### src/rtl/regfile_mp.sv
// Multi-port register file with a self-clearing init sequencer, clear request and write-conflict flag.
// Define REGFILE_MP_BYPASS_EN to forward same-cycle write data to the read ports.
module regfile_mp #(
  parameter int DATA_W   = 32,
  parameter int DEPTH    = 32,
  parameter int NUM_RD   = 2,
  parameter int NUM_WR   = 1,
  parameter int ZERO_REG = 1,
  localparam int IDX_W   = $clog2(DEPTH)
) (
  input  logic                     clk,
  input  logic                     rst_n,
  input  logic                     clr,
  output logic                     ready,
  input  logic [NUM_RD*IDX_W-1:0]  rdNum,
  output logic [NUM_RD*DATA_W-1:0] rdData,
  input  logic [NUM_WR-1:0]        wrEnable,
  input  logic [NUM_WR*IDX_W-1:0]  wrNum,
  input  logic [NUM_WR*DATA_W-1:0] wrData,
  output logic                     wrConflict
);

  localparam logic       CLEAR   = 1'b0;
  localparam logic       RUN     = 1'b1;
  localparam logic [IDX_W-1:0] LAST_IDX = IDX_W'(DEPTH - 1);
  localparam bit         ZR      = (ZERO_REG != 0);

  logic                 state_q, state_d;
  logic [IDX_W-1:0]     cnt_q, cnt_d;
  logic                 conflict_q, conflict_d;
  logic [DATA_W-1:0]    mem_q [DEPTH];
  logic [NUM_WR-1:0]    wr_ok;

  // A port write is effective only in RUN and when it does not target the hard-wired zero entry.
  always_comb begin
    wr_ok = '0;
    for (int j = 0; j < NUM_WR; j++) begin
      wr_ok[j] = wrEnable[j] && (state_q == RUN) &&
                 !(ZR && (wrNum[j*IDX_W +: IDX_W] == '0));
    end
  end

  always_comb begin
    state_d = state_q;
    cnt_d   = cnt_q;
    if (state_q == CLEAR) begin
      cnt_d = cnt_q + 1'b1;
      if (cnt_q == LAST_IDX) begin
        state_d = RUN;
      end
    end else if (clr) begin
      state_d = CLEAR;
      cnt_d   = '0;
    end
  end

  always_comb begin
    conflict_d = 1'b0;
    for (int j = 0; j < NUM_WR; j++) begin
      for (int k = j + 1; k < NUM_WR; k++) begin
        if (wr_ok[j] && wr_ok[k] &&
            (wrNum[j*IDX_W +: IDX_W] == wrNum[k*IDX_W +: IDX_W])) begin
          conflict_d = 1'b1;
        end
      end
    end
  end

  always_ff @(posedge clk or negedge rst_n) begin
    if (!rst_n) begin
      state_q    <= CLEAR;
      cnt_q      <= '0;
      conflict_q <= 1'b0;
    end else begin
      state_q    <= state_d;
      cnt_q      <= cnt_d;
      conflict_q <= conflict_d;
    end
  end

  // Storage has no reset so it can map to RAM; later ports override earlier ones on a shared entry.
  always_ff @(posedge clk) begin
    if (state_q == CLEAR) begin
      mem_q[cnt_q] <= '0;
    end else begin
      for (int j = 0; j < NUM_WR; j++) begin
        if (wr_ok[j]) begin
          mem_q[wrNum[j*IDX_W +: IDX_W]] <= wrData[j*DATA_W +: DATA_W];
        end
      end
    end
  end

  always_comb begin
    rdData = '0;
    for (int i = 0; i < NUM_RD; i++) begin
      if ((state_q == RUN) && !(ZR && (rdNum[i*IDX_W +: IDX_W] == '0))) begin
        rdData[i*DATA_W +: DATA_W] = mem_q[rdNum[i*IDX_W +: IDX_W]];
`ifdef REGFILE_MP_BYPASS_EN
        for (int j = 0; j < NUM_WR; j++) begin
          if (wr_ok[j] && (wrNum[j*IDX_W +: IDX_W] == rdNum[i*IDX_W +: IDX_W])) begin
            rdData[i*DATA_W +: DATA_W] = wrData[j*DATA_W +: DATA_W];
          end
        end
`else
`endif
      end
    end
  end

  assign ready      = (state_q == RUN);
  assign wrConflict = conflict_q;

endmodule

### config.mk
export PLATFORM = sky130hd
export DESIGN_NAME = regfile_mp
export DESIGN_NICKNAME = d
export VERILOG_FILES = /design/src/rtl/regfile_mp.sv
export SDC_FILE = /design/constraint.sdc
export NUM_CORES = 1
export LEC_CHECK = 0
export CORE_MARGIN = 2
export CORE_UTILIZATION = 30
export CTS_CLUSTER_SIZE = 30
export DETAILED_ROUTE_END_ITERATION = 10
export PLACE_DENSITY = 0.52
export SYNTH_ARGS = -nofsm -noshare
export SYNTH_HDL_FRONTEND = slang
export SYNTH_SLANG_ARGS = --single-unit
### constraint.sdc
create_clock -name clk -period 11.48 [get_ports clk]
set_clock_uncertainty 0.2 [all_clocks]
set_input_delay 2.296 -clock clk [delete_from_list [all_inputs] [get_ports clk]]
set_output_delay 2.296 -clock clk [all_outputs]
set_load 0.02 [all_outputs]
## Yosys cells after proc, flatten, opt, wreduce, memory -nomap -nowiden

Memories as Yosys holds them, arrays and structs flattened.
Cells that the tools add are included.

| operators by class | value |
|---|---|
| add/sub/neg operators | 1 |
| equal/unequal tests | 2 |
| muxes and demuxes | 14 |
| reduce and logical (&&, ||, !) cells | 11 |

Operators by type and width:

| operator | number |
|---|---|
| 32-bit two-way mux | 3 |
| 32-bit OR reduction | 1 |
| 5-bit zero test | 3 |
| 5-bit two-way mux | 3 |
| 1-bit two-way mux | 8 |
| 5-bit by 1-bit adder with 5-bit output (second input constant) | 1 |
| 5-bit == test (second input constant) | 1 |
| 1-bit logical AND | 4 |
| 1-bit zero test | 3 |
| 2-bit inequality test (second input constant) | 1 |

| word-level totals | value |
|---|---|
| flip-flop bits (word level) | 6 |
| bits in writable memories | 1024 |
| output and inout bits | 66 |
| logic and storage cells | 31 |
| memories | 1 |

Memory list:

| memory | words | width | read ports | clocked after memory_dff | wr ports | RTL line | text |
|---|---|---|---|---|---|---|---|
| mem_q | 32 | 32 | 2 | 0 | 1 | 31 | `logic [DATA_W-1:0] mem_q [DEPTH];` |

## Longest topological paths before layout

| depth | value |
|---|---|
| word-level depth | 8 |
| depth in mapped cells | 8 |
| mapped depth without buffers | 5 |

## Least setup slack after synthesis

No wires, ideal clock.

| path | value |
|---|---|
| path kind | input port to output port |
| from | in rdNum[6] |
| to | out rdData[40] |
| arrival | 3.835 ns |
| required time | 8.984 ns |
| slack | 5.149 ns |
| stages | 7 |
| cells stage by stage | buf_2 > buf_4 > clkbuf_1 > mux4_2 > a22o_1 > a31oi_1 > nand4_1 |

| on the way | value |
|---|---|
| cells in the longest elaborated chain, start to end | 4 |

Ends and longest elaborated chain:

| element | RTL line | text |
|---|---|---|
| start: declaration | 15 | `input logic [NUM_RD*IDX_W-1:0] rdNum,` |
| parallel branches: the longest is 3 deep, another holds memory read 32 x 32 bit | -- |  |
| 32-bit two-way mux (*) | 97 | `if ((state_q == RUN) && !(ZR && (rdNum[i*IDX_W +: IDX_W] == '0))) begin` |
| end: declaration | 16 | `output logic [NUM_RD*DATA_W-1:0] rdData,` |

Mark *: on every way between the ends.

## Worst setup path after layout

| path | value |
|---|---|
| from | in rdNum[2] |
| to | out rdData[30] |

The elaborated chain is that of the path after synthesis.

==> impl_metrics.json <==
{
  "finalCriticalPeriod_ns": 8.53,
  "place_ws_ns": 2.94,
  "seqPwrFrac": 0.485,
  "fmaxAchievable_mhz": 117,
  "via_count": 30000,
  "areaGrowthSynthToFinish_pct": 14.8,
  "clkTransAtPathRegs_ns": 0.06,
  "drive_above_1_share": 0.244,
  "crit_path_end_kind": "primary output",
  "timing.setup.tns_ns": 0,
  "wl_per_cell_um": 32.5,
  "synth_top_cell_area_share": 0.634,
  "worstSetupPathType": "in -> out",
  "synth-async-reset-ratio": 0.00583,
  "syn_inst": 2932,
  "grt_pass1_vias": 29900,
  "num_rows": 147,
  "clock_latency_ns": 0.73,
  "path_max_fanout": 69,
  "critPathArrivalTime_ns": 6.04,
  "gp_congestion": 0.792,
  "cts_resized": 0,
  "setup_slack_ns": 2.95,
  "post_cts_buffers": 0,
  "synth_top_cell_by_area": "edfxtp_1",
  "synth_edf_count": 1024,
  "grt_max_degree": 122,
  "syn_avg_cell_area_um2": 16.5,
  "die_h_um": 406,
  "hpwl_um": 94400,
  "worst_pin_slew_ns": 1.26,
  "cp-start-kind": "primary input",
  "die_area_um2": 165000,
  "clk_path_buf_depth": 3,
  "grt_pass1_wl_um": 235000,
  "yosysWarningCount": 0,
  "pin_count": 117,
  "core_area_um2": 161000,
  "rsz0062_at_grt": "no",
  "port_buffers": 115,
  "worstHoldPathType": "reg -> reg",
  "intPower_mw": 7.08,
  "synth.area.top_cells": "edfxtp_1 63%, mux4_2 12%, mux2i_1 5.3%",
  "drcViolationCount": 0,
  "finalWirelength_um": 171000,
  "antenna_found_initial": 5,
  "clockRootBuffer": "clkbuf_16",
  "drt_iter0_drc": 3613,
  "cts_tree": "yes",
  "slowest_stage": "buf_4",
  "cp_cell_sequence": "buf_8 > buf_4 > nand2_2 > buf_4 > a211oi_1 > nor3_1 > or4_1 > clkdlybuf4s50_1",
  "ys_seq_area_frac": 0.637,
  "viasPerCell": 5.70,
  "cpPeakStageDelay_ns": 0.73,
  "yosys-top-cells-count": "1024 x edfxtp_1, 256 x mux2i_1, 254 x mux4_2",
  "ys_ff_latch": 1030,
  "p_leak_nw": 18.1,
  "switching_share": 0.283,
  "htree_levels": 3,
  "critPathBufInv": 4,
  "drv_cap": 0,
  "slew_viol_final": 0,
  "synthFlopType": "edfxtp_1",
  "cts_hold_buffers": 0,
  "crit_top_cell": "buf_4",
  "switchingPower_mw": 2.80,
  "p_per_area_nw_per_um2": 178,
  "cts_sinks": 1030,
  "setup_violations": 0,
  "synth_nets": 2985,
  "ys_types": 58,
  "grt_use_total": 0.205,
  "peakVddDrop_mv": 0.137,
  "status": "finished clean",
  "combPwrFrac": 0.168,
  "ant_nets": 0,
  "drtPass1Iterations": 5,
  "clock_power_share": 0.347,
  "required_ns": 8.98,
  "grt_overflow": 0,
  "slew_headroom": 0.154,
  "die_w_um": 406,
  "finalHoldViolCount": 0,
  "nNetsFinal": 3066,
  "period_share": 0.743,
  "cts_buffers": 108,
  "path_delay_family": "buffers and inverters",
  "initial_core_util": 0.302,
  "synth_most_common_cell": "edfxtp_1",
  "netlist_area_um2": 48500
}
cell usage in the layout, fill, tap and decap left out, types with 4 or more instances in the layout:
master,instances
dfrtp_1,6
a211oi_1,65
clkdlybuf4s50_1,109
and3_1,45
o22ai_1,67
inv_6,4
clkinv_2,19
o21ai_0,67
edfxtp_1,1024
a21oi_1,76
a22oi_1,139
buf_8,4
bufinv_16,9
mux2_2,194
nand2b_2,4
and2_1,37
clkbuf_16,108
mux2i_1,256
nor3_1,8
a31oi_1,21
or3_1,63
nand3_1,65
nand2_1,60
a22o_1,22
buf_4,88
mux4_2,254
clkinv_1,37
clkbuf_1,15
nor2_4,29
nand4_1,63
nor2b_1,65
nor2b_4,4
nor3_2,8
power by group through the flow:
stage,Combinational (mW),Sequential (mW),Clock [mW]
CTS,1.67,4.79,3.49
global placement,1.67,4.86,0
floorplan,0.893,4.82,0
finish,1.66,4.79,3.43
detailed placement,1.67,4.87,0
global route,1.73,4.83,3.64
cell families (layout without fill, tap and decap cells):
logic type | Yosys count | after routing | share of synthesized area
mux | 705 | 705 | 0.216
xor+xnor | 2 | 2 | 0.000361
compound gates | 476 | 476 | 0.0654
flops | 1030 | 1030 | 0.637
buf+inv | 238 | 407 | 0.0241
other cells | 1 | 2 | 0.0000773
fa+ha+maj | 2 | 2 | 0.000516
simple gates | 478 | 478 | 0.0561
per-layer routing:
| metal | track usage | part of all wire | up-vias |
|---|---|---|---|
| li1 | - | - | 12300 |
| met1 | 0.268 | 0.41 | 16100 |
| met2 | 0.349 | 0.49 | 1331 |
| met3 | 0.0253 | 0.066 | 315 |
| met4 | 0.0747 | 0.035 | 2 |
| met5 | 0 | 0.00011 | - |
metrics by stage:
| step | hold slack, ns | instance area (µm²) | util | power (mW) | cells |
|---|---|---|---|---|---|
| floorplan | 0.349 | 48500 | - | 5.71 | 2932 |
| global placement | 0.403 | 52300 | 0.325 | 6.53 | 5063 |
| detailed placement | 0.428 | 52300 | 0.325 | 6.54 | 5063 |
| CTS | 0.435 | 55700 | 0.347 | 9.95 | 5261 |
| global route | 0.460 | 55700 | 0.347 | 10.2 | 5261 |
| finish | 0.428 | 55700 | 0.347 | 9.88 | 5262 |
sequential cells by signal (all words and copies together), names as in the netlist:
signal / count
ready: 1
mem_q: 1024
cnt_q: 5
final timing paths:
kind | start | to | slack [ns] | depth (start not counted)
max in group asynchronous | rst_n | cnt_q[1] | 9.25 | 1
worst min-delay path | cnt_q[1] | cnt_q[1] | 0.43 | 2
min in group asynchronous | rst_n | ready | 1.61 | 1
worst min register to register | cnt_q[1] | cnt_q[1] | 0.43 | 2
worst max register to register | ready | mem_q[11][26] | 7.65 | 6
worst max-delay path | rdNum[2] | rdData[30] | 2.95 | 8
tightest hold or removal path, delay by kind of cell (launching register included):
| family | cells | cell delay [ns] |
|---|---|---|
| flops | 1 | 0.43 |
| simple gates | 1 | 0.09 |
| compound gates | 1 | 0.06 |
layout make-up:
| class | count | area (µm²) |
|---|---|---|
| Fill cell | 15200 | 105000 |
| Sequential cell | 1030 | 30900 |
| Multi-Input combinational cell | 1664 | 16800 |
| Clock buffer | 123 | 2760 |
| Tap cell | 2160 | 2700 |
| Timing Repair Buffer | 205 | 1880 |
| Clock inverter | 75 | 641 |
| Inverter | 4 | 15.0 |
| Antenna cell | 1 | 2.50 |
(Power assumes the default switching activity.)
